===== src/rtl/reg_bus_initiator.sv =====
// Register-bus initiator.
// Queues read/write commands in a small FIFO. Issues them one at a time on the
// reg_op/reg_addr/reg_wdata bus, waits out the responder's read latency, and
// returns one in-order response per command.
module reg_bus_initiator #(
  parameter int DWIDTH     = 8,
  parameter int AWIDTH     = 8,
  parameter int FIFO_DEPTH = 4,
  parameter int RD_LATENCY = 1
) (
  input  logic              clk,
  input  logic              rst,
  input  logic              req_valid,
  output logic              req_ready,
  input  logic              req_write,
  input  logic [AWIDTH-1:0] req_addr,
  input  logic [DWIDTH-1:0] req_wdata,
  output logic              rsp_valid,
  input  logic              rsp_ready,
  output logic              rsp_write,
  output logic [AWIDTH-1:0] rsp_addr,
  output logic [DWIDTH-1:0] rsp_rdata,
  output logic [1:0]        reg_op,
  output logic [AWIDTH-1:0] reg_addr,
  output logic [DWIDTH-1:0] reg_wdata,
  input  logic [DWIDTH-1:0] reg_rdata,
  output logic              busy,
  output logic [15:0]       rd_count,
  output logic [15:0]       wr_count
);

  localparam int PW = $clog2(FIFO_DEPTH);
  localparam int EW = 1 + AWIDTH + DWIDTH;
  localparam int CW = $clog2(RD_LATENCY + 1);

  localparam logic [1:0] OP_NOP = 2'b00;
  localparam logic [1:0] OP_RD  = 2'b01;
  localparam logic [1:0] OP_WR  = 2'b10;

  localparam logic [1:0] S_IDLE  = 2'd0;
  localparam logic [1:0] S_ISSUE = 2'd1;
  localparam logic [1:0] S_WAIT  = 2'd2;
  localparam logic [1:0] S_RESP  = 2'd3;

  // FIFO entry layout: {write, addr, wdata}
  logic [EW-1:0] fifo_mem [FIFO_DEPTH];
  logic [PW:0]   wr_ptr;
  logic [PW:0]   rd_ptr;
  logic          fifo_empty;
  logic          fifo_full;
  logic          push;
  logic          pop;
  logic [EW-1:0] head;

  logic [1:0]    state;
  logic [CW-1:0] wait_cnt;
  logic          cur_write;

  // Pointers carry one extra wrap bit to tell full from empty.
  assign fifo_empty = (wr_ptr == rd_ptr);
  assign fifo_full  = (wr_ptr[PW] != rd_ptr[PW]) &&
                      (wr_ptr[PW-1:0] == rd_ptr[PW-1:0]);

  // Readiness depends only on the registered fill level, so a pop in the
  // same cycle never makes room for a push into a full FIFO.
  assign req_ready = !fifo_full && !rst;
  assign push      = req_valid && req_ready;
  assign head      = fifo_mem[rd_ptr[PW-1:0]];

  // Pop from IDLE, or straight out of RESP on the response handshake so that
  // back-to-back commands skip the IDLE cycle.
  assign pop = !fifo_empty &&
               ((state == S_IDLE) ||
                ((state == S_RESP) && rsp_valid && rsp_ready));

  assign busy = !fifo_empty || (state != S_IDLE);

  // Command storage; contents need no reset because the pointers gate them.
  always_ff @(posedge clk) begin
    if (push) begin
      fifo_mem[wr_ptr[PW-1:0]] <= {req_write, req_addr, req_wdata};
    end
  end

  // FIFO pointer bookkeeping.
  always_ff @(posedge clk) begin
    if (rst) begin
      wr_ptr <= '0;
      rd_ptr <= '0;
    end else begin
      if (push) wr_ptr <= wr_ptr + 1'b1;
      if (pop)  rd_ptr <= rd_ptr + 1'b1;
    end
  end

  // Transaction FSM: drives the bus for one cycle, then builds the response.
  always_ff @(posedge clk) begin
    if (rst) begin
      state     <= S_IDLE;
      reg_op    <= OP_NOP;
      reg_addr  <= '0;
      reg_wdata <= '0;
      rsp_valid <= 1'b0;
      rsp_write <= 1'b0;
      rsp_addr  <= '0;
      rsp_rdata <= '0;
      rd_count  <= '0;
      wr_count  <= '0;
      wait_cnt  <= '0;
      cur_write <= 1'b0;
    end else begin
      // An op occupies the bus for exactly one cycle; address/data hold.
      reg_op <= OP_NOP;
      if (rsp_valid && rsp_ready) rsp_valid <= 1'b0;

      if (pop) begin
        cur_write <= head[EW-1];
        reg_op    <= head[EW-1] ? OP_WR : OP_RD;
        reg_addr  <= head[EW-2:DWIDTH];
        reg_wdata <= head[DWIDTH-1:0];
        state     <= S_ISSUE;
      end else if ((state == S_RESP) && rsp_valid && rsp_ready) begin
        state <= S_IDLE;
      end

      case (state)
        S_ISSUE: begin
          if (cur_write) begin
            rsp_valid <= 1'b1;
            rsp_write <= 1'b1;
            rsp_addr  <= reg_addr;
            rsp_rdata <= '0;
            wr_count  <= wr_count + 16'd1;
            state     <= S_RESP;
          end else begin
            wait_cnt <= CW'(RD_LATENCY);
            state    <= S_WAIT;
          end
        end
        S_WAIT: begin
          // Count of 1 marks the cycle the responder's data is valid.
          if (wait_cnt == CW'(1)) begin
            rsp_valid <= 1'b1;
            rsp_write <= 1'b0;
            rsp_addr  <= reg_addr;
            rsp_rdata <= reg_rdata;
            rd_count  <= rd_count + 16'd1;
            state     <= S_RESP;
          end else begin
            wait_cnt <= wait_cnt - CW'(1);
          end
        end
        default: ;
      endcase
    end
  end

endmodule


===== config.mk =====
export PLATFORM = sky130hd
export DESIGN_NAME = reg_bus_initiator
export DESIGN_NICKNAME = d
export VERILOG_FILES = /design/src/rtl/reg_bus_initiator.sv
export SDC_FILE = /design/constraint.sdc
export NUM_CORES = 1
export LEC_CHECK = 0
export BUFFER_PORTS_ARGS = -buffer_cell sky130_fd_sc_hd__buf_2
export CORE_MARGIN = 3
export CORE_UTILIZATION = 55
export DETAILED_ROUTE_END_ITERATION = 10
export PLACE_DENSITY = 0.74
export SLEW_MARGIN = 0
export SYNTH_ARGS = -nofsm -noshare
export SYNTH_HDL_FRONTEND = slang
export SYNTH_SLANG_ARGS = --single-unit

===== constraint.sdc =====
create_clock -name clk -period 2.7 [get_ports clk]
set_input_delay 0.405 -clock clk [delete_from_list [all_inputs] [get_ports clk]]
set_output_delay 0.405 -clock clk [all_outputs]
set_load 0.02 [all_outputs]

== Yosys cells after proc, flatten, opt, wreduce, memory -nomap -nowiden ==
Memory sizes are Yosys's and may differ from the RTL's. A register that Yosys moved wholly into a read port is not among the register bits.
Cells that the tools add are included.
Word-level totals
  bits in registers: 78
  memory bits (writable): 68
  bits of input ports: 29
  output and inout bits: 70
  word-level logic and storage cells: 76
  memories kept: 1
Memory list
  fifo_mem: words 4, width 17, rd ports 1, clocked after Yosys merged registers in 1, wr ports 1, line 46  | logic [EW-1:0] fifo_mem [FIFO_DEPTH];
Operators by class
  add/sub/neg operators: 5
  equality and inequality tests: 9
  multiplexer cells: 26
  bitwise operators: 1
  reduce and logical (&&, ||, !) cells: 20
Operators by type and width (count)
  adder 16 x 1 -> 16 bit (second input constant): 2
  2-to-1 mux 8 bit: 4
  case mux 8 bit (2 select lines): 2
  2-to-1 mux 2 bit: 6
  2-to-1 mux 1 bit: 10
  logical AND 1 bit: 7
  adder 3 x 1 -> 3 bit (second input constant): 2
  inequality test 2 bit (second input constant): 3
  case mux 1 bit (2 select lines): 3
  AND reduction 2 bit: 3
  equality test 2 bit (second input constant): 2
  case mux 2 bit (2 select lines): 1
  nonzero test 2 bit: 2
  equality test 3 bit: 1
  zero test 1 bit: 3
  AND reduction 3 bit: 1
  equality test 2 x 1 -> 1 bit (second input constant): 1
  equality test 2 bit: 1
  zero test 2 bit: 1
  logical OR 1 bit: 2
  OR reduction 2 bit: 1
  inequality test 1 bit: 1
  inverter 1 bit: 1
  subtractor 1 bit (second input constant): 1

== Logic depth before layout (Yosys ltp) ==
Gate-level depths: netlist of the first run.
  depth in word-level cells: 8
  gate-level depth with buffers: 9
  gate-level depth less buffers: 6

== Least setup slack after synthesis of the first run ==
OpenSTA, ideal clock, no wires.
  kind: flip-flop to flip-flop
  start point: register wr_ptr[1]
  end point: memory fifo_mem[3][0] in the netlist's numbering (enable)
  library setup time: 412 ps
  arrival time: 2014 ps
  data required time: 2288 ps
  slack: 274 ps
  cell stages (with the launch flop): 4
  buffers on the path: 0
  period minus slack after synthesis: 2426 ps
  path through: dfxtp_1 > xnor2_1 > a31o_2 > nor3_1
On the way
  longest elaborated chain between the ends: 7
Ends and longest elaborated chain
  from (decl): line 47  | logic [PW:0] wr_ptr;
  from (signal assigned): line 91  | if (push) wr_ptr <= wr_ptr + 1'b1;
  equality test 2 bit: line 62  | (wr_ptr[PW-1:0] == rd_ptr[PW-1:0]);
  logical AND 1 bit: line 61  | assign fifo_full = (wr_ptr[PW] != rd_ptr[PW]) &&
  zero test 1 bit: line 66  | assign req_ready = !fifo_full && !rst;
  logical AND 1 bit: line 66
  logical AND 1 bit: line 67  | assign push = req_valid && req_ready;
  2-to-1 mux 1 bit: line 80  | if (push) begin
  2-to-1 mux 1 bit (implied by the code): line 81  | fifo_mem[wr_ptr[PW-1:0]] <= {req_write, req_addr, req_wdata};
  to (decl): line 46
Parallel ways exist; a longest one is shown, timed or not.

== Worst setup path after layout of the first run ==
  start point: register wr_ptr[1]
  end point: output busy
On the way
  longest elaborated chain between the ends: 3
Ends and longest elaborated chain
  equality test 3 bit: line 60  | assign fifo_empty = (wr_ptr == rd_ptr);
  zero test 1 bit: line 76  | assign busy = !fifo_empty || (state != S_IDLE);
  logical OR 1 bit: line 76
  to (decl): line 27  | output logic busy,
Every way passes these cells.

==> impl_metrics.toml, run 1 <==
[outcome]
outcome = "finished, final reports clean"

[die]
rows = 36
core-area_um2 = 10000
dieArea_um2 = 11900
die_y_um = 109
start_util_pct = 58.0
die_w_um = 109
ioPinCount = 99

[finish]
areaGrowthSynthToFinish_pct = 21.0
n_fill_cell = 721
finalNetCount = 603
num_antenna_cells = 0
ff_latch_area_um2 = 3640
drive_gt1_share_pct = 28.8
multi_input_area_um2 = 2060
utilization_pct = 70.2

[routing]
drt-total-wl_mm = 11.9
drc_errors = 0
vias_per_cell = 5.55
via_count = 3932
drtPass1Iterations = 5
wl_per_cell_um = 16.8
drt_iter0_drc = 266
detail-route-antenna-nets = 0

[worst_hold_path]
min_from = "req_wdata[2]"
min_path_type = "in2reg"
holdPathStages = 1
min_to = "fifo_mem[1][2]$_DFFE_PP_"

[sta]
drv_slew = 0
hold_viol = 0
finalSetupViolCount = 0
worst-slew-pin-transition_ns = 0.925
relSlewSlack_pct = 38.3
tns_ns = 0
final.period_utilization_pct = 82.6
fin_skew_ns = 0.00890
fmax_mhz = 449
rsz0062_at_grt = "no"
min_period_ns = 2.23

[synthesis]
synth_nets = 497
synth_warnings = 0
ys.flop_type = "dfxtp_1"
synth_top_area_share_pct = 35.0
synth_async_sr_flop_share_pct = 0
synth_seq_area_share_pct = 62.5
synth_edf_count = 68
yosysTopAreaCell = "edfxtp_1"
synth-simple-area-share_pct = 12.7
synth_fa_ha_area_share_pct = 2.36
synth_cells = 457
synthTopCellsByArea = "edfxtp_1 35%, dfxtp_1 27%, mux4_2 6.6%"
synth-compound-area-share_pct = 4.40
synthMuxAreaShare_pct = 11.2
synth_cell_types = 42
synth_top_family_by_area = "simple AND/OR/NAND/NOR gates"
synthXorXnorAreaFrac_pct = 4.36
syn_area_um2 = 5830
synth-seq-cells = 148
synth.avg_cell_area_um2 = 12.8

[critical_path]
r2r_cells = 7
cp.required_ns = 2.30
cp-end-kind = "primary output"
r2r_setup_slack_ns = 0.64
worstSetupPathType = "reg2out"
cp_max_fo = 5
cp_cell_sequence = "xnor2_1, nand3_1, inv_1, nand2_1, buf_2"
r2r_start = "state[0]$_SDFF_PP0_"
start_kind = "register"
reg2reg_to = "reg_wdata[2]$_SDFFE_PP0P_"
critPathArrivalTime_ns = 1.82
worst_path_largest_cell_delay_ns = 0.41
slowest_stage = "xnor2_1"

[clocking]
clk_pin_slew_worst_paths_ns = 0.07
cts-resized-gates = 0
cts_tree = "yes"
clk_latency_ns = 0.53
postCtsSetupBuffers = 0
cts_num_sinks = 148
hold_buffers = 0
htreeDepth = 4
cts_inserted_buffers = 17
cts_root_buffer = "clkbuf_8"
clockBufferDepth = 2

[power]
power_density_nw_per_um2 = 920
p_leak_nw = 2.79
ir_drop_mv = 0.588

[global_routing]
grt_pass1_wl_mm = 19.3
grt_usage_pct = 21.5
grt_pass1_vias = 3865
grt_max_degree = 49
gr-total-overflow = 0
antenna_found_initial = 0

[job]
maxCapViolCount = 0

[place]
gp_congestion = 0.785
dp_hpwl_mm = 7.78
port_buffers = 98
[final cells by class]
type | count | area share, %
inverter | 13 | 0.692
sequential | 148 | 51.7
clock inverter | 14 | 1.92
tap | 133 | 2.36
timing repair buffer | 108 | 8.02
multi-input combinational | 275 | 29.3
clock buffer | 18 | 6.07
[stage by stage]
step           std cells  setup WS [ns]  cell area (um^2)  hold slack [ns]  total power, mW
6_report             709          0.471              7050           0.0841             6.49
5_1_grt              709          0.338              7050           0.0685             6.79
4_1_cts              709          0.455              7050           0.0679             6.55
3_5_place_dp         677          0.720              6490            0.477             4.32
3_3_place_gp         677          0.823              6490            0.463             4.27
2_1_floorplan        457          0.274              5830            0.495             3.86
[cells in the mapped netlist (all sizes together) (7+ instances only)]
cell and instances:
a21oi 13, a22oi 8, buf 9, clkbuf 12, dfxtp 80, edfxtp 68
ha 11, inv 13, mux2i 27, mux4 17, nand2 15, nand3 12
nand4 11, nor2 67, nor3 10, nor4 7, o21ai 8, xnor2 19
xor2 10
[placed cells by master, fill, tap and decap left out, drive strengths merged, types with 10 or more instances in the layout]
cell type  Yosys  layout
nand3         12      12
edfxtp        68      68
nor3          10      10
mux4          17      17
nand4         11      11
clkbuf        12      18
xnor2         19      19
dfxtp         80      80
buf            9     108
ha            11      11
a21oi         13      13
nand2         15      15
xor2          10      10
nor2          67      67
inv           13      21
mux2i         27      27
[worst max-delay path, delay by kind of cell (launching register included)]
family                    cells  cell delay [ns]
xor gates and xnor gates      1             0.41
DFF                           1             0.36
buffers and inverters         2             0.27
and+or+nand+nor               2             0.26
[kinds of logic after synthesis]
| group | Yosys count |
|---|---|
| AO/OA/AOI/OAI | 41 |
| XOR/XNOR | 29 |
| adder cells (fa/ha/maj) | 11 |
| buffers and inverters | 34 |
| flip-flops | 148 |
| multiplexers | 44 |
| AND/OR/NAND/NOR | 150 |
[state kept, by name, indices dropped and copies added, names as in the netlist, named ones only]
signal	cells
reg_addr	8
rd_ptr	3
wr_count	16
rsp_addr	8
rsp_rdata	8
fifo_mem	68
rsp_valid	1
rsp_write	1
cur_write	1
rd_count	16
reg_wdata	8
reg_op	2
wait_cnt	1
state	2
wr_ptr	3
[power by group]
group | internal [mW] | switching, mW | leakage [nW]
clock network | 1.20 | 1.01 | 0.265
registers | 2.57 | 0.216 | 1.27
logic | 0.653 | 0.844 | 1.25
[worst max-delay path by stage]
stage | from | end | depth (start not counted)
final | wr_ptr[1]$_SDFFE_PP0N_ | busy | 5
after global routing | wr_ptr[1]$_SDFFE_PP0N_ | busy | 5
after CTS | wr_ptr[1]$_SDFFE_PP0N_ | busy | 5
after detailed placement | state[0]$_SDFF_PP0_ | reg_wdata[3]$_SDFFE_PP0P_ | 7
after global placement | state[0]$_SDFF_PP0_ | rd_count[15]$_SDFFE_PP0P_ | 6
after floorplan | wr_ptr[1]$_SDFFE_PP0N_ | fifo_mem[3][0]$_DFFE_PP_ | 3
[per-layer routing]
layer | share of wire (%) | wire, um | vias up | global-route usage (%)
li1 | - | - | 1872 | -
met1 | 41 | 4910 | 1920 | 27.1
met2 | 51 | 6030 | 120 | 35.9
met3 | 6.3 | 753 | 20 | 5.27
met4 | 2.0 | 236 | 0 | 8.48
met5 | 0 | 0 | - | 0
No activity file was read; power rests on OpenSTA's default activity.
==> run 2, diff against run 1 <==
==> constraint.sdc (replaced) <==
create_clock -name clk -period 2.1 [get_ports clk]
set_input_delay 0.315 -clock clk [delete_from_list [all_inputs] [get_ports clk]]
set_output_delay 0.315 -clock clk [all_outputs]
set_load 0.02 [all_outputs]
==> run 2 against run 1 <==
Critical endpoint unchanged. Hold slack worse by 0.052 ns. Critical path type unchanged. Sequential power increased by 26%. Clock-buffer cell count increased by 1. Largest cell class unchanged. Sequential share of layout area fell by 1.8 points. Total power rose by 31%. Critical path depth unchanged. Design area up 3.6%. Setup slack got worse by 0.32 ns.
==> impl_metrics.toml, run 2 (synthesis gave the netlist of run 1 again) <==
[outcome]
outcome = "finished, final reports clean"

[die]
die_y_um = 109
ioPinCount = 99
dieArea_um2 = 11900
rows = 36
core-area_um2 = 10000
die_w_um = 109
start_util_pct = 58.0

[routing]
wl_per_cell_um = 16.0
drtPass1Iterations = 5
drt_iter0_drc = 345
detail-route-antenna-nets = 0
via_count = 3952
drt-total-wl_mm = 11.6
vias_per_cell = 5.44
drc_errors = 0

[finish]
final_common_cell = "buf_2"
num_antenna_cells = 0
n_fill_cell = 676
fin_cells = 726
drive_gt1_share_pct = 29.7
ff_latch_area_um2 = 3640
finalNetCount = 620
final_cell_mix = "98 x buf_2, 80 x dfxtp_1, 68 x edfxtp_1, 67 x nor2_1, 27 x mux2i_1"
postLayoutCellArea_um2 = 7310
largest_reg_flops = 68
multi_input_area_um2 = 2090
areaGrowthSynthToFinish_pct = 25.4

[critical_path]
worstSetupPathType = "reg2out"
critPathArrivalTime_ns = 1.63
start_kind = "register"
critPathTopFamily = "flip-flops"
cp_max_fo = 4
slowest_stage = "dfxtp_1"
path_buf_inv = 2
worst_path_largest_cell_delay_ns = 0.36
cp.required_ns = 1.78
cp-end-kind = "primary output"
cp_cell_sequence = "xnor2_2, nand3_1, inv_1, nand2_1, buf_2"

[sta]
relSlewSlack_pct = 61.9
final.period_utilization_pct = 92.7
drv_slew = 0
tns_ns = 0
fin_skew_ns = 0.00846
finalSetupViolCount = 0
worst-slew-pin-transition_ns = 0.570
rsz0062_at_grt = "no"
fmax_mhz = 514
min_period_ns = 1.95
hold_viol = 0
whs_ns = 0.0324

[global_routing]
grt_usage_pct = 20.8
gr-total-overflow = 0
grt_max_degree = 59
antenna_found_initial = 0
grt_pass1_vias = 3852
grt_pass1_wl_mm = 18.9

[clocking]
cts_root_buffer = "clkbuf_8"
cts_num_sinks = 148
htreeDepth = 4
clockBufferDepth = 2
cts_inserted_buffers = 17
cts_tree = "yes"
clk_pin_slew_worst_paths_ns = 0.06
clk_latency_ns = 0.51

[place]
dp_hpwl_mm = 7.78
placedInstanceArea_um2 = 6640
port_buffers = 98
gp_congestion = 0.774
place_inst = 687

[power]
power_density_nw_per_um2 = 1160
power_mw = 8.49
ir_drop_mv = 0.775
p_leak_nw = 2.90

[job]
maxCapViolCount = 0

[worst_hold_path]
min_path_type = "in2reg"
[run 2: cell type report]
type                       count  area share (%)
tap                          133            2.28
sequential                   148            49.9
timing repair buffer         125            10.8
inverter                      13           0.668
clock inverter                13            2.02
clock buffer                  19            5.77
multi-input combinational    275            28.6
[run 2: report_power, final]
group | internal (mW) | switching, mW
registers | 3.31 | 0.210
logic | 0.940 | 1.14
clock network | 1.71 | 1.19
[run 2: layer usage]
layer  wire length (um)  up-vias  global-route usage [%]  share of wire [%]
li1                   -     1914                       -                  -
met1               4890     1913                    26.4                 42
met2               5990      119                    35.7                 51
met3                699        6                    5.45                6.0
met4                 61        0                    5.23               0.52
met5                  0        -                       0                  0
[run 2: per-stage QoR]
| step | worst slack [ns] | utilization, % |
|---|---|---|
| floorplan | 0.199 | - |
| global placement | 0.348 | 66.1 |
| detailed placement | 0.293 | 66.1 |
| CTS | 0.0655 | 72.6 |
| global route | 0.00307 | 72.7 |
| finish | 0.153 | 72.7 |
[run 2: worst reg2reg max path: cells and delay by family (launching register included)]
| kind | cells | cell delay [ns] |
|---|---|---|
| AOI/OAI and AO/OA | 1 | 0.13 |
| adders and majority gates | 1 | 0.22 |
| buffers and inverters | 3 | 0.49 |
| DFF | 1 | 0.37 |
| muxes | 1 | 0.27 |
| and+or+nand+nor | 2 | 0.19 |
[run 2: what timing repair did]
action	in CTS	in global routing
setup endpoints to repair	1	1
gates cloned	0	0
setup buffers	0	0
endpoints found under the hold margin	24	2
gates resized for setup	2	1
hold buffers	6	1
pin swaps	0	1
[run 2: final timing paths]
check,from,to,slack [ns],cells past startpoint
setup / recovery,rd_ptr[0]$_SDFFE_PP0P_,busy,0.15,5
hold / removal,req_addr[1],fifo_mem[2][9]$_DFFE_PP_,0.03,1
setup reg to reg,state[0]$_SDFF_PP0_,rsp_addr[0]$_SDFFE_PP0P_,0.30,8
hold reg to reg,rsp_write$_SDFFE_PP0P_,rsp_write$_SDFFE_PP0P_,0.48,2
